`src/rtl/imem_load_ctrl.sv`:
```
// imem_load_ctrl: fills instruction memory from a valid/ready loader
// stream, optionally zero-clearing it first, then releases the core.
//
// Optional feature macro: IMEM_CLEAR_EN
//   defined   -> CLEAR state present; reset and reload zero the whole
//                memory (one word per cycle) before loading starts.
//   undefined -> reset and reload go straight to LOAD; words past the
//                loaded image keep whatever they held.
//
// Ports:
//   clk         single clock, all state changes on the rising edge
//   reset       synchronous, active-low
//   ld_valid    loader word valid
//   ld_ready    controller accepts a loader word (LOAD only)
//   ld_data     instruction word to store
//   ld_last     final word of the image, qualified by ld_valid
//   reload      in RUN: restart clear/load of the memory
//   mem_we      instruction memory write enable
//   mem_waddr   word index written
//   mem_wdata   data written
//   core_run    core may fetch; memory is stable
//   load_count  words loaded in the current image (0..DEPTH)
//   ovf         sticky: image filled DEPTH words without ld_last
module imem_load_ctrl #(
    parameter int DEPTH = 64,
    localparam int AW = $clog2(DEPTH)
) (
    input  logic          clk,
    input  logic          reset,
    input  logic          ld_valid,
    output logic          ld_ready,
    input  logic [31:0]   ld_data,
    input  logic          ld_last,
    input  logic          reload,
    output logic          mem_we,
    output logic [AW-1:0] mem_waddr,
    output logic [31:0]   mem_wdata,
    output logic          core_run,
    output logic [AW:0]   load_count,
    output logic          ovf
);

`ifdef IMEM_CLEAR_EN
    typedef enum logic [1:0] {
        CLEAR = 2'd0,
        LOAD  = 2'd1,
        RUN   = 2'd2
    } state_t;
    localparam state_t INIT = CLEAR;
`else
    typedef enum logic [1:0] {
        LOAD = 2'd1,
        RUN  = 2'd2
    } state_t;
    localparam state_t INIT = LOAD;
`endif

    localparam logic [AW-1:0] LAST = AW'(DEPTH - 1);

    state_t        state_q;
    state_t        state_d;
    logic [AW-1:0] index_q;
    logic [AW-1:0] index_d;
    logic [AW:0]   count_q;
    logic [AW:0]   count_d;
    logic          ovf_q;
    logic          ovf_d;
    logic          run_q;
    logic          run_d;
    logic          we_q;
    logic          we_d;
    logic [AW-1:0] waddr_q;
    logic [AW-1:0] waddr_d;
    logic [31:0]   wdata_q;
    logic [31:0]   wdata_d;
    logic          clearing;
    logic          hs;
    logic          at_last;

`ifdef IMEM_CLEAR_EN
    assign clearing = (state_q == CLEAR);
`else
    assign clearing = 1'b0;
`endif

    // Gating with reset keeps the loader stalled and the memory
    // untouched during any cycle in which reset is held low.
    assign ld_ready = reset && (state_q == LOAD);
    assign hs       = ld_valid && ld_ready;
    assign at_last  = (index_q == LAST);

    // Clear writes come straight from the index counter so the
    // first zero write lands in the first cycle reset is released.
    assign mem_we     = reset && (we_q || clearing);
    assign mem_waddr  = clearing ? index_q : waddr_q;
    assign mem_wdata  = clearing ? 32'd0 : wdata_q;
    assign core_run   = run_q;
    assign load_count = count_q;
    assign ovf        = ovf_q;

    always_comb begin
        state_d = state_q;
        index_d = index_q;
        count_d = count_q;
        ovf_d   = ovf_q;
        we_d    = 1'b0;
        waddr_d = waddr_q;
        wdata_d = wdata_q;
        unique case (state_q)
`ifdef IMEM_CLEAR_EN
            CLEAR: begin
                index_d = index_q + 1'b1;
                if (at_last) begin
                    state_d = LOAD;
                    index_d = '0;
                end
            end
`endif
            LOAD: begin
                if (hs) begin
                    we_d    = 1'b1;
                    waddr_d = index_q;
                    wdata_d = ld_data;
                    index_d = index_q + 1'b1;
                    count_d = count_q + 1'b1;
                    if (ld_last || at_last) begin
                        state_d = RUN;
                    end
                    if (at_last && !ld_last) begin
                        ovf_d = 1'b1;
                    end
                end
            end
            RUN: begin
                if (reload) begin
                    state_d = INIT;
                    index_d = '0;
                    count_d = '0;
                    ovf_d   = 1'b0;
                end
            end
            default: begin
                state_d = INIT;
            end
        endcase
        // Asserts one cycle after entering RUN (after the final
        // write) and drops in the same edge that leaves RUN.
        run_d = (state_q == RUN) && (state_d == RUN);
    end

    always_ff @(posedge clk) begin
        if (!reset) begin
            state_q <= INIT;
            index_q <= '0;
            count_q <= '0;
            ovf_q   <= 1'b0;
            run_q   <= 1'b0;
            we_q    <= 1'b0;
            waddr_q <= '0;
            wdata_q <= '0;
        end else begin
            state_q <= state_d;
            index_q <= index_d;
            count_q <= count_d;
            ovf_q   <= ovf_d;
            run_q   <= run_d;
            we_q    <= we_d;
            waddr_q <= waddr_d;
            wdata_q <= wdata_d;
        end
    end

endmodule

```
`config.mk`:
```
export PLATFORM = sky130hd
export DESIGN_NAME = imem_load_ctrl
export DESIGN_NICKNAME = d
export VERILOG_FILES = /design/src/rtl/imem_load_ctrl.sv
export SDC_FILE = /design/constraint.sdc
export NUM_CORES = 1
export LEC_CHECK = 0
export ABC_AREA = 1
export BUFFER_PORTS_ARGS = -buffer_cell sky130_fd_sc_hd__buf_4
export CAP_MARGIN = 15
export CORE_MARGIN = 3
export CORE_UTILIZATION = 45
export CTS_BUF_LIST = sky130_fd_sc_hd__clkbuf_4
export CTS_CLUSTER_SIZE = 40
export DETAILED_ROUTE_END_ITERATION = 6
export PLACE_DENSITY_LB_ADDON = 0.05
export SLEW_MARGIN = 15
export SYNTH_ARGS = -nofsm -noshare
export SYNTH_HDL_FRONTEND = slang
export SYNTH_SLANG_ARGS = --single-unit
```
`constraint.sdc`:
```
create_clock -name clk -period 4 [get_ports clk]
set_clock_uncertainty 0.05 [all_clocks]
set_input_delay 0.4 -clock clk [delete_from_list [all_inputs] [get_ports clk]]
set_output_delay 0.4 -clock clk [all_outputs]
set_load 0.005 [all_outputs]
```
==> results.sh <==
export IMPL_status="finished, final reports clean"
export IMPL_ios=86
export IMPL_detail_route_antenna_nets=0
export IMPL_synth_top_area_cell="dfxtp_1"
export IMPL_start_util=0.4693
export IMPL_fin_setup_tns_ps=0
export IMPL_wl_mm=5.063
export IMPL_dpl_instance_area_um2=2893
export IMPL_cts_hold_buf=0
export IMPL_synthTopCellsByArea="dfxtp_1, nand2_1, nand3_1"
export IMPL_place_gp_congestion=0.7905
export IMPL_dr_total_vias=2098
export IMPL_finalCriticalPeriod_ps=2122
export IMPL_grt_overflow=0
export IMPL_postSynthAreaPerCell_um2=7.537
export IMPL_p_per_area_nw_per_um2=440.1
export IMPL_post_cts_setup_buffers=0
export IMPL_syn_area_um2=2246
export IMPL_final_hold_viol_count=0
export IMPL_row_count=25
export IMPL_clk_latency_ps=370
export IMPL_post_synth_num_cell_types=23
export IMPL_nets=416
export IMPL_postLayoutCellArea_um2=2973
export IMPL_p_leak_nw=1.487
export IMPL_rsz0062_at_grt="false"
export IMPL_peakVddDrop_mv=0.2786
export IMPL_layout_drive_gt1_share=0.2606
export IMPL_cp_required_ps=4230
export IMPL_antenna_found_initial=0
export IMPL_cp_end_kind="flop"
export IMPL_drv_slew=0
export IMPL_cts_clk_slew_worst_paths_ps=160
export IMPL_cts_resized_gates=0
export IMPL_syn_inst=298
export IMPL_die_area_um2=5874
export IMPL_fin_cells=443
export IMPL_fp_dieW_um=76.65
export IMPL_clock_sinks=56
export IMPL_fmax_mhz=471.3
export IMPL_core_area_um2=4786
export IMPL_post_place_ws_ps=1782
export IMPL_place_hpwl_mm=3.595
export IMPL_syn_nets=339
export IMPL_final_common_cell="nand2_1"
export IMPL_drt_pass1_iter_count=4
export IMPL_critical_path_arrival_ps=2350
export IMPL_drc=0
export IMPL_die_height_um=76.65
export IMPL_worstHoldPathType="primary input to flop"
export IMPL_n_antenna_cell=0
export IMPL_setup_viol=0
export IMPL_grt_max_degree=48
export IMPL_crit_fanout=37
export IMPL_cp_start_kind="flop"
export IMPL_synth_seq_cells=56
export IMPL_grt_pass1_wl_mm=8.404
export IMPL_worst_slew_pin_slew_ps=494.4
export IMPL_portBuffers=85
export IMPL_yosysWarnings=0
export IMPL_grt_use_total=0.1739
export IMPL_root_buffer="clkbuf_4"
export IMPL_setup_ws_ps=1878
export IMPL_layout_common_cells="nand2_1, buf_4, dfxtp_1, nand3_1, inv_1"
export IMPL_maxSlewHeadroom=0.6704
export IMPL_cts_inserted_buffers=5
export IMPL_criticalPathCategory="flop to flop"
export IMPL_grt_pass1_vias=1847
export IMPL_synth_top_area_frac=0.4992
export IMPL_synth_seq_area_share=0.4992
export IMPL_syn_to_final_growth_pct=32.37
export IMPL_drtIter0Drc=109
export IMPL_clk_path_buf_depth=2
export IMPL_dp_cells=435
export IMPL_post_drt_wl_per_cell_um=11.43
export IMPL_p_total_mw=1.308
export IMPL_via_per_inst=4.736
export IMPL_maxCapViolations=0
export IMPL_cts_tree="yes"
export IMPL_fin_util=0.6212
export IMPL_hold_ws_ps=149.9
export IMPL_fin_crit_sh=0.5304
export IMPL_cts_htree_levels=2
==> layer usage <==
layer  wire length, um  share of wire  track usage
met4                63          0.012      0.04891
met5                 0              0            0
met2              2394           0.47       0.2891
met1              2335           0.46       0.2181
met3               270          0.053      0.05201
==> state kept, by name, indices dropped and copies added, names as in the netlist <==
| name | count |
|---|---|
| mem_wdata | 32 |
| index_q | 6 |
| state_q | 2 |
| load_count | 7 |
| core_run | 1 |
| mem_waddr | 6 |
| we_q | 1 |
| ovf | 1 |
==> cell families after synthesis <==
kind of cell,after synthesis,share of synthesized area
buf+inv,36,0.06852
flops,56,0.4992
compound gates,26,0.05905
fa+ha+maj,4,0.02229
xor+xnor,1,0.003900
simple gates,175,0.3471
==> critical path, stage by stage, from the launching register on <==
cell	delay (ps)
dfxtp_1	360
inv_1	60
ha_1	360
nand2_4	110
nor2_8	400
nand2_2	90
nand2_2	280
nand2_1	110
xor2_1	150
nor2_1	50
==> layout make-up <==
type	count	area, um^2
repair buffers	85	638.1
clock inverters	3	42.54
multi-input cells	206	970.9
well taps	67	83.83
fillers	455	1813
flip-flops and latches	56	1121
clock buffers	5	37.54
inverters	21	78.83
==> power by group <==
| group | total, mW | switching (mW) | leakage [nW] | internal [mW] |
|---|---|---|---|---|
| Clock | 0.307 | 0.176 | 0.0428 | 0.131 |
| Sequential | 0.673 | 0.0435 | 0.459 | 0.629 |
| Combinational | 0.329 | 0.172 | 0.986 | 0.156 |
| Total | 1.31 | 0.392 | 1.49 | 0.917 |
==> path summary, 6_finish.rpt <==
kind | start | end | slack, ps | cells after the start
setup reg to reg | state_q[1] | index_q[2] | 1880 | 9
setup / recovery | state_q[1] | index_q[2] | 1880 | 9
hold / removal | ld_data[24] | mem_wdata[24] | 150 | 3
hold reg to reg | mem_wdata[12] | mem_wdata[12] | 420 | 2
==> cell usage after synthesis <==
cell / count
a21o_1: 1
a21oi_1: 14
buf_1: 3
buf_4: 3
buf_6: 1
clkbuf_1: 8
dfxtp_1: 56
ha_1: 4
inv_1: 20
inv_2: 1
nand2_1: 100
nand2_2: 2
nand2_4: 1
nand3_1: 48
nand3_4: 1
nand3b_1: 3
nand4_1: 2
nor2_1: 14
nor2_8: 1
nor3_1: 3
o21ai_0: 10
o21ai_1: 1
xor2_1: 1
Power figures use the tool's default switching activity.
